<file path="src/rtl/pad_pkg.sv">
// Shared types and default sizing for the pad sequencer and its round-robin arbiter.
// The arbitration pick function lives here so the arbiter and any checker agree on it.
package pad_pkg;

  localparam int DEF_KEY_W          = 32;
  localparam int DEF_STEPS_PER_WORD = 8;
  localparam int DEF_MAX_WORDS      = 256;

  typedef enum logic [2:0] {
    ST_IDLE      = 3'd0,
    ST_LOAD      = 3'd1,
    ST_ADVANCE   = 3'd2,
    ST_READY     = 3'd3,
    ST_EXHAUSTED = 3'd4
  } state_t;

  // prio = 1 favours req[1] when both requesters are active
  function automatic logic [1:0] rr_pick(input logic [1:0] req, input logic prio);
    logic [1:0] pick;
    case (req)
      2'b01:   pick = 2'b01;
      2'b10:   pick = 2'b10;
      2'b11:   pick = prio ? 2'b10 : 2'b01;
      default: pick = 2'b00;
    endcase
    return pick;
  endfunction

endpackage

</file>
<file path="src/rtl/pad_rr_arb.sv">
// Two-way round-robin arbiter; the priority pointer only moves when a grant is consumed.
// After reset the pointer favours requester 0.
module pad_rr_arb
  import pad_pkg::*;
(
  input  logic       clk,
  input  logic       reset,
  input  logic [1:0] req,
  input  logic       update,
  output logic [1:0] grant
);

  logic prio_r;

  // Combinational pick from current requests and priority pointer
  always_comb begin
    grant = rr_pick(req, prio_r);
  end

  // Pointer moves to favour the requester that did not just win
  always_ff @(posedge clk) begin
    if (!reset) begin
      prio_r <= 1'b0;
    end else if (update && (grant != 2'b00)) begin
      prio_r <= grant[0];
    end else begin
      prio_r <= prio_r;
    end
  end

endmodule

</file>
<file path="src/rtl/pad_sequencer.sv">
// Sequences an external keystream generator and hands each pad word to one of two
// requesters, locking out further grants once MAX_WORDS words have been issued.
module pad_sequencer
  import pad_pkg::*;
#(
  parameter int KEY_W          = DEF_KEY_W,
  parameter int STEPS_PER_WORD = DEF_STEPS_PER_WORD,
  parameter int MAX_WORDS      = DEF_MAX_WORDS,
  parameter int IDX_W          = $clog2(MAX_WORDS)
) (
  input  logic             clk,
  input  logic             reset,
  input  logic [KEY_W-1:0] cfg_seed,
  input  logic             cfg_start,
  input  logic [1:0]       req,
  output logic [1:0]       gnt,
  output logic [KEY_W-1:0] pad_word,
  output logic [IDX_W-1:0] pad_idx,
  output logic             busy,
  output logic             exhausted,
  output logic [KEY_W-1:0] kg_seed,
  output logic             kg_load,
  output logic             kg_adv,
  input  logic [KEY_W-1:0] kg_key
);

  localparam int                 STEP_CW   = $clog2(STEPS_PER_WORD + 1);
  localparam logic [STEP_CW-1:0] STEP_LAST = STEP_CW'(STEPS_PER_WORD - 1);
  localparam logic [IDX_W-1:0]   IDX_LAST  = IDX_W'(MAX_WORDS - 1);

  state_t             state_r;
  state_t             state_nx_s;
  logic [STEP_CW-1:0] step_r;
  logic [STEP_CW-1:0] step_nx_s;
  logic [IDX_W-1:0]   word_r;
  logic [IDX_W-1:0]   word_nx_s;
  logic [KEY_W-1:0]   seed_r;
  logic               take_s;
  logic [1:0]         arb_gnt_s;

  pad_rr_arb u_arb (
    .clk    (clk),
    .reset  (reset),
    .req    (req),
    .update (take_s),
    .grant  (arb_gnt_s)
  );

  // Next-state, step counter and word counter; cfg_start overrides every state
  always_comb begin
    state_nx_s = state_r;
    step_nx_s  = step_r;
    word_nx_s  = word_r;
    take_s     = 1'b0;
    if (cfg_start) begin
      state_nx_s = ST_LOAD;
      step_nx_s  = '0;
      word_nx_s  = '0;
    end else begin
      case (state_r)
        ST_IDLE: begin
          state_nx_s = ST_IDLE;
        end
        ST_LOAD: begin
          state_nx_s = ST_ADVANCE;
          step_nx_s  = '0;
          word_nx_s  = '0;
        end
        ST_ADVANCE: begin
          if (step_r == STEP_LAST) begin
            state_nx_s = ST_READY;
            step_nx_s  = '0;
          end else begin
            step_nx_s  = step_r + STEP_CW'(1);
          end
        end
        ST_READY: begin
          if (arb_gnt_s != 2'b00) begin
            take_s     = 1'b1;
            word_nx_s  = word_r + IDX_W'(1);
            state_nx_s = (word_r == IDX_LAST) ? ST_EXHAUSTED : ST_ADVANCE;
          end else begin
            state_nx_s = ST_READY;
          end
        end
        ST_EXHAUSTED: begin
          state_nx_s = ST_EXHAUSTED;
        end
        default: begin
          state_nx_s = ST_IDLE;
        end
      endcase
    end
  end

  // State, counters, latched seed and all registered outputs
  always_ff @(posedge clk) begin
    if (!reset) begin
      state_r   <= ST_IDLE;
      step_r    <= '0;
      word_r    <= '0;
      seed_r    <= '0;
      gnt       <= 2'b00;
      pad_word  <= '0;
      pad_idx   <= '0;
      busy      <= 1'b0;
      exhausted <= 1'b0;
    end else begin
      state_r   <= state_nx_s;
      step_r    <= step_nx_s;
      word_r    <= word_nx_s;
      busy      <= (state_nx_s == ST_LOAD) || (state_nx_s == ST_ADVANCE);
      exhausted <= (state_nx_s == ST_EXHAUSTED);
      gnt       <= take_s ? arb_gnt_s : 2'b00;
      if (cfg_start) begin
        seed_r  <= cfg_seed;
        pad_idx <= '0;
      end else if (take_s) begin
        pad_word <= kg_key;
        pad_idx  <= word_r;
      end else begin
        seed_r   <= seed_r;
        pad_word <= pad_word;
        pad_idx  <= pad_idx;
      end
    end
  end

  // Generator controls decode straight from state so key_gen reacts the same cycle
  always_comb begin
    kg_load = (state_r == ST_LOAD);
    kg_adv  = (state_r == ST_ADVANCE);
    kg_seed = seed_r;
  end

endmodule

</file>
<file path="config.mk">
export PLATFORM = sky130hd
export DESIGN_NAME = pad_sequencer
export DESIGN_NICKNAME = d
export VERILOG_FILES = /design/src/rtl/pad_pkg.sv /design/src/rtl/pad_rr_arb.sv /design/src/rtl/pad_sequencer.sv
export SDC_FILE = /design/constraint.sdc
export NUM_CORES = 1
export LEC_CHECK = 0
export CAP_MARGIN = 20
export CELL_PAD_IN_SITES_DETAIL_PLACEMENT = 1
export CELL_PAD_IN_SITES_GLOBAL_PLACEMENT = 1
export CORE_ASPECT_RATIO = 1.2
export CORE_MARGIN = 8
export CORE_UTILIZATION = 31
export CTS_CLUSTER_DIAMETER = 80
export DETAILED_ROUTE_END_ITERATION = 10
export PLACE_DENSITY = 0.88
export SYNTH_ARGS = -nofsm -noshare
export SYNTH_HDL_FRONTEND = slang
export SYNTH_SLANG_ARGS = --single-unit
</file>
<file path="constraint.sdc">
create_clock -name clk -period 1.8 [get_ports clk]
set_input_delay 0.18 -clock clk [delete_from_list [all_inputs] [get_ports clk]]
set_output_delay 0.18 -clock clk [all_outputs]
set_load 0.03 [all_outputs]
</file>
==> results <==
- The run finished with clean final reports.
- The global placer's final weighted congestion is 0.773.
- dfxtp_1 is the most common cell in the netlist.
- The max-slew violation count is 0.
- The kind of cell adding the most delay to the critical path is compound AO/OA/AOI/OAI gates.
- The number of filler instances in the final layout is 1162.
- Each instance of the synthesized netlist takes up on average 10.8 um^2.
- The number of antenna diodes in the final layout is 0.
- The die outline width is 112 um.
- The floorplan step defined a die boundary enclosing 0.0146 mm^2.
- Of all flip-flops after synthesis, the portion carrying an async set or reset was 0%.
- The post-layout minimum cycle time is 1.67 ns.
- The critical path class is reg -> reg.
- The clock latency on the worst-skew pair is 0.34 ns.
- The hold path startpoint is cfg_start.
- At the pin with the least slew margin, the transition time is 0.546 ns.
- Once the clock tree was built, the setup fixing pass inserted 0 buffers.
- Synthesis produced a netlist with a net count of 386.
- The fraction of power consumed by combinational cells is 11.5%.
- The floorplan has 42 rows.
- The largest net degree at the start of global routing is 34.
- dfxtp_1 takes more of the synthesized area than any other cell.
- The number of sinks driven by the clock tree is 92.
- Pin placement for this block handled 147 I/O pins.
- The share of synthesized area occupied by flip-flops and latches is 54.1%.
- The cell area after synthesis is 0.00340 mm^2.
- The switching share of total power is 24.7%.
- The number of hold buffers added after cts is 0.
- Registers are responsible for 45.7% of the overall power.
- The post-DP HPWL is 8.26 mm.
- The commonest cells after synthesis are 92 x dfxtp_1, 34 x nor2b_1, 33 x mux2i_1.
- The total power density per cell area is 870 mW/mm^2.
- The data arrival at the endpoint of the critical path is 1.91 ns.
- The first detailed-routing pass ran for 4 iterations.
- Including well taps, the total number of placed cells is 581.
- Setup repair after global routing left no endpoint under its margin.
- On the final layout, the worst clock skew is 0.0121 ns.
- The tree is rooted in a clkbuf_16.
- The post-synthesis instance total is 315.
- The Yosys warning count is 0.
- STA classifies the critical path startpoint as a flip-flop.
- The tightest hold path in the finished design has a slack of 0.127 ns.
- After detailed routing, the number of vias per cell comes to 4.74.
- The share of total power dissipated in the clock network is 42.8%.
- Summed over all cells, the static leakage comes to 2.01 nW.
- The worst hold path belongs to the class in -> reg.
- The depth of the worst register-to-register path is 4.
- The critical path goes through nand2b_4 -> nand2b_4 -> o21a_4 -> a22o_1.
- After synthesis the netlist holds a flip-flop and latch count of 92.
- The post-route antenna net violation count is 0.
- The master of the slowest instance on the critical path is dfxtp_1.
- The cell type with the highest occurrence count on the critical path is nand2b_4.
- The internal power consumption is 3.49 mW.
- The final layout contains routed wiring with a total length of 10.7 mm.
- For this run, design rule violations remaining after detail routing come to 0.
- In the synthesized netlist the dominant register cell turns out to be dfxtp_1.
- The number of H-tree levels is 3.
- After clock tree synthesis, the clock-pin slew on the worst setup and hold paths is 0.08 ns.
- The share of cells above drive strength 1 is 7.74%.
- The achievable frequency is 0.597 GHz.
- For this design the total switching power over the nets is 1.14 mW.
- TritonCTS built the clock tree.
- The delay of the slowest cell on the worst path is 0.54 ns.
- The relative slew slack is 63.6%.
- The buffering stage count on the worst path with inverters included is 0.
- After floorplanning, the core was sized to cover 0.0109 mm^2.
- The number of buffers created by CTS is 9.
- Summed over all layers, the global routing overflow is 0.
- The routed layout has 2830 vias.
- For the worst setup path, the data required time is 2.03 ns.
- The start of the worst register-to-register path is state_r[0].
- The number of distinct library cells after synthesis is 38.
- The critical-path maximum fanout is 33.
- The final number of hold-violating endpoints is 0.
- The first global-routing pass estimated 16.5 mm of wire.
- In the final timing run, aggregate negative setup slack is 0 ns.
- The number of nets in the finished design is 531.
- The iteration-0 DRC count of the detailed router is 68.
- The tool flagged a number of max-cap violations equal to 0.
- The post-CTS resize count is 0.
- The number of global-route vias before repair came to 3108.
- The worst hold path terminates at busy.
- The type of element capturing the critical path is a flip-flop.
- By area the synthesized netlist is led by dfxtp_1 54%, mux2i_1 9.7%, a22o_1 8.2%.
- In this run the critical register-to-register path is captured at pad_word[19].
- The maximum vdd ir drop is 0.000584 V.
- In this run the register-to-register setup slack is 0.13 ns.
- The global-route total usage across every layer is 14.5%.
- The worst hold path passes through 3 cells.
- Dividing the detail-routed wire length by the instance count gives 17.9 um.
- The maximum buffer depth of the clock tree is 2.
- The initial antenna violation count came to 0.
- The y dimension of the die is 131 um.
- The share of the synthesized area in the top cell type is 54.1%.
- The area added between synthesis and finish is 56.4%.
- Counting flops with a built-in enable in the synthesized netlist gives 0.
- The final clock period utilization by the worst path is 93.0%.
- The initial utilization of the core area, before any placement, comes to 31.3%.
- The final cell count without fillers is 597.
- Setup violations remaining at the end of the flow were counted as 0.
- The quantity of I/O buffers inserted on ports is 146.
[flip-flops by register name (all words and copies together) (netlist names)]
| register | flops |
|---|---|
| kg_seed | 32 |
| pad_word | 32 |
| pad_idx | 8 |
| word_r | 8 |
| step_r | 4 |
| state_r | 3 |
| gnt | 2 |
| busy | 1 |
| exhausted | 1 |
| u_arb.prio_r | 1 |
[cell type report]
class	instances	area, um^2	share of cell area [%]
Clock buffer	9	225	4.23
Sequential cell	92	1840	34.6
Multi-Input combinational cell	201	1440	27.0
Clock inverter	7	93.8	1.76
Timing Repair Buffer	155	1560	29.2
Tap cell	132	165	3.10
Inverter	1	3.75	0.0705
[power groups by stage]
| stage | Clock [mW] | Sequential (mW) | Combinational [mW] |
|---|---|---|---|
| 6_report | 1.98 | 2.11 | 0.535 |
| 5_1_grt | 2.13 | 2.12 | 0.566 |
| 4_1_cts | 2.04 | 2.12 | 0.543 |
| 3_5_place_dp | 0 | 2.16 | 0.541 |
| 3_3_place_gp | 0 | 2.16 | 0.524 |
| 2_1_floorplan | 0 | 2.25 | 0.160 |
[kinds of logic after synthesis]
group | Yosys count | synth area share [%]
AOI/OAI and AO/OA | 58 | 13.3
muxes | 34 | 10.0
adders and majority gates | 2 | 0.735
and+or+nand+nor | 101 | 16.3
buffers and inverters | 22 | 3.93
DFF | 92 | 54.1
xor gates and xnor gates | 6 | 1.54
[worst max-delay path by stage]
stage	startpoint	slack, ns	end	cells after the start
3_3_place_gp	req[0]	0.03	pad_word[12]	5
6_report	state_r[0]	0.13	pad_word[19]	4
3_5_place_dp	req[0]	-0.03	pad_word[5]	5
5_1_grt	state_r[1]	0.04	kg_adv	2
4_1_cts	state_r[0]	0.10	pad_word[6]	4
2_1_floorplan	state_r[2]	0.26	pad_word[10]	7
[metrics by stage]
step           worst slack, ns  cell area (um^2)  power [mW]  util (%)
6_report                 0.125              5320        4.63      48.9
4_1_cts                  0.101              5320        4.70      48.9
3_3_place_gp            0.0254              5000        2.68      46.0
3_5_place_dp           -0.0279              5000        2.70      46.0
2_1_floorplan            0.257              3410        2.41         -
5_1_grt                 0.0392              5320        4.81      48.9
[worst reg2reg max path, cell delays in order, from the launching register on]
cell      delay (ns)
dfxtp_1         0.54
nand2b_4        0.15
nand2b_4        0.24
o21a_4          0.34
a22o_1          0.30
[cell usage in the layout, fill, tap and decap left out, types with 4 or more instances in the layout]
cell	count
clkdlybuf4s50_1	143
dfxtp_1	92
nor2b_1	34
mux2i_1	33
a22o_1	32
nand2_1	22
nor2_1	20
a21oi_1	10
clkbuf_16	9
buf_4	8
xnor2_1	6
nand3_1	4
[per-layer routing]
layer	GRT usage [%]	up-vias	routed length, um
li1	-	1384	-
met1	15.3	1347	4270
met2	26.9	86	5730
met3	4.23	13	546
met4	5.24	0	167
met5	0	-	0
(Power assumes the default switching activity.)
